## src/rtl/layer_serializer_pkg.sv

```systemverilog
// layer_serializer_pkg: shared network constants and serializer state encoding
package layer_serializer_pkg;
   localparam int NUM_LAYERS       = 3;
   localparam int INPUT_NEURONS    = 30;
   localparam int HIDDEN_NEURONS   = 30;
   localparam int OUTPUT_NEURONS   = 10;
   localparam int DEF_NUM_NEURONS  = 30;
   localparam int DEF_DATA_WIDTH   = 16;
   typedef enum logic {IDLE, STREAM} ser_state_t;
endpackage

```

## src/rtl/layer_serializer.sv

```systemverilog
// layer_serializer: captures a layer's parallel neuron outputs and streams them one word per cycle
module layer_serializer
   import layer_serializer_pkg::*;
#(
   parameter int NUM_NEURONS = DEF_NUM_NEURONS,
   parameter int DATA_WIDTH  = DEF_DATA_WIDTH
) (
   input  logic                              clk,
   input  logic                              rst,
   input  logic [NUM_NEURONS-1:0]            x_valid,
   input  logic [NUM_NEURONS*DATA_WIDTH-1:0] x_in,
   output logic [DATA_WIDTH-1:0]             data_out,
   output logic                              data_out_valid,
   output logic                              busy,
   output logic                              done,
   output logic                              overflow
);
   localparam int IW = $clog2(NUM_NEURONS) + 1;
   localparam logic [IW-1:0] LAST = IW'(NUM_NEURONS - 1);
   ser_state_t                        r_state, w_next;
   logic [IW-1:0]                     r_idx;
   logic [NUM_NEURONS*DATA_WIDTH-1:0] r_hold;
   logic [DATA_WIDTH-1:0]             r_last, w_word;
   logic                              w_last, w_unused;
   // layer neurons share timing, so only bit 0 is a trigger
   assign w_unused       = &x_valid;
   assign w_word         = r_hold[int'(r_idx)*DATA_WIDTH +: DATA_WIDTH];
   assign busy           = (r_state == STREAM);
   assign w_last         = busy && (r_idx == LAST);
   assign done           = w_last;
   assign data_out_valid = busy;
   assign data_out       = busy ? w_word : r_last;
   always_comb begin
      w_next = busy ? (w_last ? IDLE : STREAM) : (x_valid[0] ? STREAM : IDLE);
   end
   always_ff @(posedge clk) begin
      r_state <= rst ? IDLE : w_next;
   end
   always_ff @(posedge clk) begin
      if (!rst && !busy && x_valid[0]) r_hold <= x_in;
      if (rst) begin
         r_idx    <= '0;
         r_last   <= '0;
         overflow <= 1'b0;
      end else if (busy) begin
         r_idx  <= w_last ? '0 : r_idx + 1'b1;
         r_last <= w_word;
         if (x_valid[0]) overflow <= 1'b1;
      end else if (x_valid[0]) begin
         r_idx <= '0;
      end
   end
endmodule

```

## config.mk

```make
export PLATFORM = sky130hd
export DESIGN_NAME = layer_serializer
export DESIGN_NICKNAME = d
export VERILOG_FILES = /design/src/rtl/layer_serializer_pkg.sv /design/src/rtl/layer_serializer.sv
export SDC_FILE = /design/constraint.sdc
export NUM_CORES = 1
export LEC_CHECK = 0
export ABC_AREA = 1
export CORE_MARGIN = 2
export CORE_UTILIZATION = 40
export CTS_CLUSTER_SIZE = 25
export DETAILED_ROUTE_END_ITERATION = 7
export PLACE_DENSITY = 0.75
export SETUP_SLACK_MARGIN = 0.4
export SYNTH_ARGS = -nofsm -noshare
export SYNTH_HDL_FRONTEND = slang
export SYNTH_SLANG_ARGS = --single-unit
```

## constraint.sdc

```tcl
create_clock -name clk -period 70.5 [get_ports clk]
set_clock_uncertainty 0.15 [all_clocks]
set_input_delay 7.05 -clock clk [delete_from_list [all_inputs] [get_ports clk]]
set_output_delay 7.05 -clock clk [all_outputs]
set_load 0.01 [all_outputs]
```

Word-level counts from Yosys, hierarchy flattened
Index checks and enable logic that the tools add are counted.

cells by class
  add/subtract/negate cells = 1
  equal/unequal tests = 1
  shift-type cells = 1
  muxes and demuxes = 7
  reduce and logical (&&, ||, !) cells = 7

operators by type and width
  kind                   count
  $shiftx A480 B11 Y16   1
  $mux W6                3
  $mux W16               1
  $add A6 B1 Y6 const B  1
  $eq A6 B5 Y1 const B   1
  $logic_and A1 B1 Y1    3
  $mux W1                3
  $logic_not A1 Y1       2
  $reduce_and A2 Y1      1
  $reduce_bool A2 Y1     1

storage, ports and cells
  bits in registers = 504
  output and inout port bits = 20
  word-level logic and storage cells = 22

Logic depth before layout (Yosys ltp)
Gate-level depths: netlist of the first run.

  depth after elaboration = 4
  depth in mapped cells = 13
  depth with buffers taken out = 11

Worst setup path after synthesis of the first run
No wires, ideal clock.

  kind = input port to flip-flop
  start point = input port rst
  end point = register r_hold[0], enable pin
  setup time = 1.908 ns
  arrival = 39.442 ns
  path slack = 28.999 ns
  stages on the path = 1
  path through = nor3_1

between the ends
  cells in the longest elaborated chain, start to end = 3

ends and longest elaborated chain
  element                           line                    RTL
  start, declared                   layer_serializer.sv:9   input logic rst,
  $logic_not A1 Y1                  layer_serializer.sv:40  if (!rst && !busy && x_valid[0]) r_hold <= x_in;
  $logic_and A1 B1 Y1 (2 in a row)  layer_serializer.sv:40
  end signal, assigned              layer_serializer.sv:40
  end, declared                     layer_serializer.sv:22  logic [NUM_NEURONS*DATA_WIDTH-1:0] r_hold;

No other way between the ends.
A chain may end at the register's enable or synchronous reset.

Worst setup path in the final report of the first run
  start point = register r_idx[0]
  end point = output port data_out[4]

between the ends
  cells in the longest elaborated chain, start to end = 2

ends and longest elaborated chain
  element                 line                    RTL
  start, declared         layer_serializer.sv:21  logic [IW-1:0] r_idx;
  start signal, assigned  layer_serializer.sv:46  r_idx <= w_last ? '0 : r_idx + 1'b1;
  $shiftx A480 B11 Y16    layer_serializer.sv:27  assign w_word = r_hold[int'(r_idx)*DATA_WIDTH +: DATA_WIDTH];
  $mux W16                n/a
  end, declared           layer_serializer.sv:12  output logic [DATA_WIDTH-1:0] data_out,

No other way between the ends.

==> flow_summary.toml, run 1 <==
[status]
status = "completed"

[critical_path]
worst_ep_arrival_time_ps = 4180
rr_worst_depth = 10
r2r_slack_ps = 67220
crit_fanout = 73
critPathKind = "reg -> out"
r2r-end = "r_last[4]$_SDFF_PP0_"
endpoint_kind = "output pin"
cp_slowest_stage_delay_ps = 710
crit_required_ps = 63300
crit_path_top_delay_cell = "buf_4"
critPathLaunchType = "flip-flop"
path_common_cell = "nand2_1"
r2r_start = "r_idx[0]$_SDFFE_PP0P_"
crit_chain = "inv_6 -> buf_4 -> nand2_1 -> nand2_1 -> nand2_1 -> nand3_1 -> nand3_1 -> nand2_1 -> nand3_1 -> nand2_1 -> clkdlybuf4s50_1"

[finish]
final_cells = 3337
final_common_cell = "nand2_1"
final_cell_mix = "nand2_1, clkdlybuf4s50_1, edfxtp_1"
syn_to_final_growth_pct = 32.9
drive_above_1_share_pct = 4.91
fin_nets = 3098
utilization_pct = 53.7

[place]
dpl.hpwl_mm = 44.7
gp_congestion = 0.824
numPortBuffers = 502
placedCellCount = 3225

[worst_hold_path]
min-delay-path-class = "reg -> reg"
hold_start = "r_last[14]$_SDFF_PP0_"
min_path_cells = 2
hold_end = "r_last[14]$_SDFF_PP0_"

[synthesis]
synth_area_leaders = "edfxtp_1, nand2_1, inv_1"
synth_cell_type_count = 27
yosysSeqAreaShare_pct = 68.5
yosysWarnings = 0
syn-num-nets = 2627
ys_ff_latch = 504
syn-instance-count = 2113
synth_top_area_share_pct = 66.3
syn_area_um2 = 21800
syn_avg_cell_area_um2 = 10.3
yosys.area.top_type = "edfxtp_1"

[timing]
setup_viol = 0
max_freq_mhz = 87.9
hold_viol_final = 0
post-route-period-util_pct = 16.1
relSlewSlack_pct = 16.3
worst_pin_slew_ps = 1260
setup_tns_ps = 0
rsz0062_at_grt = "false"
fin_crit_ps = 11380
slew_violations = 0

[routing]
wl_mm = 64.7
routedWlPerCell_um = 19.4
drc = 0
first_pass_iters = 7
vias = 16100
via_per_inst = 4.81
drt_iter0_markers = 1198
ant_nets = 0

[pwr]
power.leakage_nw = 12.1
powerDensity_nw_per_um2 = 24.0
power_mw = 0.695
vdd_ir_drop_max_v = 0.0000196

[grt]
antenna_found_initial = 12
gr-usage-all-layers_pct = 22.4
grt_pass1_wl_mm = 94.3
overflow = 0
grt_max_degree = 208
grt_pass1_vias = 16000

[clock_network]
cts_tree = "built"
cts_buffer_depth = 3
cts_resized = 0
cts-root-buf = "clkbuf_16"
h-tree-depth = 2
ctsHoldBuffers = 0
clk_pin_slew_ps = 70
post-cts-setup-buffers = 0
clk_latency_ps = 600
cts_sinks = 504
cts_buffers = 53

[die]
initial_core_util_pct = 40.4
boundaryPins = 532
die_area_um2 = 56300
num_rows = 85
core_area_um2 = 53800
die_w_um = 237
fp.dieH_um = 237

[flow_run]
cap_violations = 0
[worst max-delay path by stage]
| stage | slack [ps] | startpoint | cells after the start | to |
|---|---|---|---|---|
| final | 59120 | r_idx[0]$_SDFFE_PP0P_ | 11 | data_out[4] |
| after global routing | 58830 | r_idx[0]$_SDFFE_PP0P_ | 11 | data_out[4] |
| after CTS | 59030 | r_idx[0]$_SDFFE_PP0P_ | 11 | data_out[4] |
| after detailed placement | 59710 | r_idx[0]$_SDFFE_PP0P_ | 11 | data_out[4] |
| after global placement | 59750 | r_idx[0]$_SDFFE_PP0P_ | 11 | data_out[4] |
| after floorplan | 29000 | rst | 1 | r_hold[0]$_DFFE_PP_ |
[cell usage after synthesis]
cell type	count
a211oi_1	1
a21oi_1	29
a21oi_2	9
buf_1	8
buf_2	42
buf_4	19
buf_6	17
buf_8	1
clkbuf_1	12
dfxtp_1	24
edfxtp_1	480
ha_1	2
inv_1	361
inv_2	5
inv_4	1
nand2_1	759
nand2_2	2
nand3_1	265
nand3_2	10
nor2_1	39
nor2_2	1
nor2_4	1
nor3_1	1
nor3_2	1
o21ai_0	20
o22ai_1	1
xor2_1	2
[state kept, by name, indices dropped and copies added, names as in the netlist]
name	cells
r_hold	480
r_idx	6
overflow	1
busy	1
r_last	16
[stage by stage]
| step | hold slack (ps) | area, µm² | setup WS [ps] |
|---|---|---|---|
| after global routing | 344 | 28900 | 58830 |
| after detailed placement | 314 | 27200 | 59710 |
| after CTS | 324 | 28900 | 59030 |
| final | 328 | 28900 | 59120 |
| after floorplan | 302 | 21800 | 29000 |
| after global placement | 304 | 27200 | 59750 |
[cell type report]
| type | count | area [µm²] |
|---|---|---|
| Antenna cell | 12 | 30.0 |
| Timing Repair Buffer | 515 | 5150 |
| Multi-Input combinational cell | 1143 | 4860 |
| Inverter | 367 | 1390 |
| Sequential cell | 504 | 14900 |
| Clock buffer | 63 | 1430 |
| Clock inverter | 37 | 288 |
| Fill cell | 4476 | 24900 |
| Tap cell | 696 | 871 |
[worst max-delay path: cells and delay by family (launching register included)]
kind | cells | cell delay [ps]
buf+inv | 3 | 1800
simple gates | 8 | 1160
flops | 1 | 500
[report_power, final]
group	switching (mW)	internal, mW	total (mW)
Clock	0.117	0.159	0.276
Sequential	0.00398	0.342	0.346
Combinational	0.0377	0.0354	0.0731
Total	0.159	0.536	0.695
[per-layer routing]
metal	wire length (µm)	vias up	global-route usage [%]
met3	5470	137	6.04
met5	22	-	0
met2	31000	643	37.3
met1	25700	7559	28.0
li1	-	7724	-
met4	2550	4	8.90
[kinds of logic (layout without fill, tap and decap cells)]
| kind of cell | Yosys count | in the layout | synth area share, % |
|---|---|---|---|
| and+or+nand+nor | 1079 | 1079 | 20.5 |
| buffers and inverters | 466 | 982 | 9.26 |
| other | 0 | 12 | 0 |
| adders and majority gates | 2 | 2 | 0.115 |
| xor gates and xnor gates | 2 | 2 | 0.0805 |
| AOI/OAI and AO/OA | 60 | 60 | 1.55 |
| DFF | 504 | 504 | 68.5 |
Power figures use the tool's default switching activity.
==> run 2, diff against run 1 <==
Settings changed: PLACE_DENSITY 0.75 to 0.77.
Clock period 70.5 ns to 10.45 ns, I/O delays scaled along.
==> flow_summary.toml, run 2 (synthesis gave the netlist of run 1 again) <==
[place]
gp_congestion = 0.838
placedCellCount = 3225
place_area_um2 = 27200
numPortBuffers = 502
dpl.hpwl_mm = 45.2

[die]
boundaryPins = 532
num_rows = 85
die_w_um = 237
initial_core_util_pct = 40.4
fp.dieH_um = 237
core_area_um2 = 53800
die_area_um2 = 56300

[routing]
drc = 0
vias = 16300
wl_mm = 65.7
drt_iter0_markers = 1101
first_pass_iters = 5
routedWlPerCell_um = 19.7
via_per_inst = 4.87
ant_nets = 0

[timing]
rsz0062_at_grt = "false"
fin_crit_ps = 5580
worst_pin_slew_ps = 1290
post-route-period-util_pct = 53.4
slew_violations = 0
relSlewSlack_pct = 14.0
setup_viol = 0
max_freq_mhz = 179
whs_ps = 324
hold_viol_final = 0

[grt]
grt_max_degree = 219
grt_pass1_wl_mm = 96.0
gr-usage-all-layers_pct = 22.9
grt_pass1_vias = 16200
antenna_found_initial = 12
overflow = 0

[clock_network]
cts-root-buf = "clkbuf_16"
clk_pin_slew_ps = 60
cts_buffers = 54
h-tree-depth = 2
cts_tree = "built"
cts_buffer_depth = 3
ctsHoldBuffers = 0
clk_latency_ps = 590
cts_resized = 0
post-cts-setup-buffers = 0
cts_sinks = 504

[pwr]
power_mw = 4.79
netSwitchingPower_mw = 1.08
vdd_ir_drop_max_v = 0.000159
power.leakage_nw = 12.1
p_int_mw = 3.71
comb_power_share_pct = 10.4
p_sw_share_pct = 22.6
seq_power_share_pct = 48.7
powerDensity_nw_per_um2 = 165
pwr-share-clk_pct = 40.9

[critical_path]
crit_path_top_delay_cell = "buf_4"
critPathKind = "reg -> out"
worst_ep_arrival_time_ps = 4380
path_common_cell = "nand2_1"
path_buf_inv = 3
critical_path.top_delay_family = "buffers and inverters"
r2r_slack_ps = 7010
crit_required_ps = 9260
crit_chain = "buf_4 -> buf_4 -> nand2_1 -> nand2_1 -> nand2_1 -> nand2_1 -> a21oi_1 -> nand2_1 -> nand3_2 -> nand2_1 -> clkdlybuf4s50_1"
endpoint_kind = "output pin"
critPathLaunchType = "flip-flop"
cp_slowest_stage_delay_ps = 790
crit_fanout = 79

[finish]
drive_above_1_share_pct = 5.06
regMostFlops = "r_hold"
n_fill_cell = 4566
utilization_pct = 53.9
reg.largest.list = "r_hold (480), r_last (16), r_idx (6)"
largest_reg_flops = 480
final_cell_mix = "nand2_1, clkdlybuf4s50_1, edfxtp_1"
syn_to_final_growth_pct = 33.4
final_cells = 3334
design_area_um2 = 29000
final_common_cell = "nand2_1"
fin_nets = 3099

[flow_run]
cap_violations = 0

[worst_hold_path]
min-delay-path-class = "reg -> reg"

[status]
status = "completed"
-- run 2: cell types whose count changed in the layout (fill, tap and decap cells not counted), sizes merged --
cell / before / now
clkinvlp: 3 / 2
bufinv: 4 / 8
diode: 12 / 10
inv: 368 / 369
clkinv: 29 / 24
-- run 2: layer usage --
layer  GRT usage, %  wire [µm]  up-vias
li1               -          -     7727
met1           28.2      25400     7665
met2           38.4      32100      730
met3           5.86       5910      125
met4           9.59       2160        6
met5              0         36        -
-- run 2: power by group through the flow --
| stage | logic, mW | registers [mW] | clock network [mW] |
|---|---|---|---|
| 2_1_floorplan | 0.222 | 2.39 | 0 |
| 3_3_place_gp | 0.490 | 2.37 | 0 |
| 3_5_place_dp | 0.501 | 2.37 | 0 |
| 4_1_cts | 0.505 | 2.33 | 2.00 |
| 5_1_grt | 0.545 | 2.34 | 2.07 |
| 6_report | 0.499 | 2.33 | 1.96 |
-- run 2: path summary, 6_finish.rpt --
path,start,end,cells past startpoint
worst max-delay path,r_idx[0]$_SDFFE_PP0P_,data_out[14],11
worst min-delay path,r_last[15]$_SDFF_PP0_,r_last[15]$_SDFF_PP0_,2
worst max register to register,r_idx[0]$_SDFFE_PP0P_,r_last[12]$_SDFF_PP0_,11
worst min register to register,r_last[15]$_SDFF_PP0_,r_last[15]$_SDFF_PP0_,2
-- run 2: stage by stage --
| step | setup TNS [ps] | setup WS (ps) |
|---|---|---|
| 6_report | 0 | 4870 |
| 5_1_grt | 0 | 4520 |
| 4_1_cts | 0 | 4710 |
| 3_5_place_dp | 0 | 5370 |
| 3_3_place_gp | 0 | 5390 |
| 2_1_floorplan | -1227310 | -2560 |
-- run 2: worst min-delay path: cells and delay by family (launching register included) --
family / cells / cell delay [ps]
AO/OA/AOI/OAI: 1 / 60
flip-flops: 1 / 300
AND/OR/NAND/NOR: 1 / 70
-- run 2: cell type report --
type	instances	area, µm²	area share (%)
sequential	504	14900	51.3
timing repair buffer	515	5160	17.8
multi-input combinational	1143	4870	16.8
clock buffer	63	1410	4.85
inverter	367	1400	4.81
tap	696	871	3.00
clock inverter	36	398	1.37
antenna	10	25.0	0.0862
==> run 3, diff against run 2 <==
Clock period 10.45 ns to 5.1 ns, I/O delays scaled along.
==> flow_summary.toml, run 3 (synthesis gave the netlist of run 1 again) <==
[status]
status = "completed"

[clock_network]
cts_buffer_depth = 3
cts-root-buf = "clkbuf_16"
clk_latency_ps = 610
cts_sinks = 504
post-cts-setup-buffers = 0
clk_pin_slew_ps = 60
cts_buffers = 54
h-tree-depth = 2
cts_tree = "built"
cts_resized = 0
ctsHoldBuffers = 0

[pwr]
vdd_ir_drop_max_v = 0.000397
power.leakage_nw = 12.1
power_mw = 9.65
powerDensity_nw_per_um2 = 332

[critical_path]
worst_ep_arrival_time_ps = 3620
cp_slowest_stage_delay_ps = 770
crit_fanout = 32
r2r-end = "r_last[10]$_SDFF_PP0_"
critPathKind = "reg -> out"
critical_path.top_delay_family = "simple AND/OR/NAND/NOR gates"
r2r_slack_ps = 2350
rr_worst_depth = 10
path_common_cell = "nand2_1"
crit_path_top_delay_cell = "nor2_4"
r2r_start = "r_idx[0]$_SDFFE_PP0P_"
endpoint_kind = "output pin"
crit_required_ps = 4440
crit_chain = "nand2_2 -> nor2_4 -> nand2_1 -> nand2_1 -> nor2_1 -> nand2_1 -> inv_1 -> nand2_1 -> nand3_2 -> nand2_1 -> clkdlybuf4s50_1"
path_buf_inv = 2
critPathLaunchType = "flip-flop"

[routing]
drc = 0
first_pass_iters = 7
routedWlPerCell_um = 19.5
wl_mm = 65.3
ant_nets = 0
drt_iter0_markers = 1213
via_per_inst = 4.86
vias = 16300

[timing]
post-route-period-util_pct = 83.8
slew_violations = 0
relSlewSlack_pct = 35.0
rsz0062_at_grt = "false"
max_freq_mhz = 234
worst_pin_slew_ps = 973
setup_viol = 0
whs_ps = 303
fin_crit_ps = 4280
hold_viol_final = 0

[finish]
fin_nets = 3112
regMostFlops = "r_hold"
final_cell_mix = "nand2_1, clkdlybuf4s50_1, edfxtp_1"
design_area_um2 = 29100
utilization_pct = 54.1
largest_reg_flops = 480
syn_to_final_growth_pct = 33.8
reg.largest.list = "r_hold (480), r_last (16), r_idx (6)"
final_common_cell = "nand2_1"
n_fill_cell = 4518
drive_above_1_share_pct = 5.26

[worst_hold_path]
hold_start = "x_in[319]"
min-delay-path-class = "in -> reg"
hold_end = "r_hold[319]$_DFFE_PP_"
min_path_cells = 1

[place]
numPortBuffers = 502
place_area_um2 = 27400
dpl.hpwl_mm = 46.0
gp_congestion = 0.857

[grt]
grt_pass1_vias = 16500
gr-usage-all-layers_pct = 22.8
overflow = 0
grt_pass1_wl_mm = 95.6
grt_max_degree = 159
antenna_found_initial = 13

[flow_run]
cap_violations = 0

[die]
boundaryPins = 532
num_rows = 85
die_area_um2 = 56300
initial_core_util_pct = 40.4
core_area_um2 = 53800
fp.dieH_um = 237
die_w_um = 237
## run 3: final cells by class
class                   count  area (µm²)  area share, %
diodes                     10        25.0         0.0860
clock buffers              78        1520           5.23
clock inverters            21         209          0.718
inverters                 367        1400           4.80
multi-input cells        1143        4870           16.7
flip-flops and latches    504       14900           51.2
well taps                 696         871           2.99
repair buffers            528        5320           18.3
## run 3: stage by stage
step,std cells,setup TNS (ps),worst slack [ps]
detailed placement,3238,0,1390
finish,3347,0,824
CTS,3337,0,709
global route,3347,0,545
floorplan,2113,-3538510,-7370
global placement,3238,0,1400
## run 3: power breakdown
part | internal (mW) | switching (mW)
clock | 2.23 | 1.61
combinational | 0.503 | 0.539
sequential | 4.72 | 0.0507
## run 3: worst max-delay path by stage
stage / from / end / slack [ps] / depth (start not counted)
after global placement: r_idx[2]$_SDFFE_PP0P_ / data_out[11] / 1400 / 9
after CTS: r_idx[2]$_SDFFE_PP0P_ / data_out[11] / 710 / 9
after global routing: r_idx[2]$_SDFFE_PP0P_ / data_out[11] / 540 / 9
final: r_idx[2]$_SDFFE_PP0P_ / data_out[12] / 820 / 11
after detailed placement: r_idx[2]$_SDFFE_PP0P_ / data_out[11] / 1390 / 9
after floorplan: x_valid[0] / r_hold[0]$_DFFE_PP_ / -7370 / 2
## run 3: metal layers
metal	up-vias	GRT usage [%]	routed length (µm)
met5	-	0	23
li1	7754	-	-
met4	4	9.47	2480
met1	7659	28.4	25600
met3	134	5.47	5710
met2	706	38.0	31500
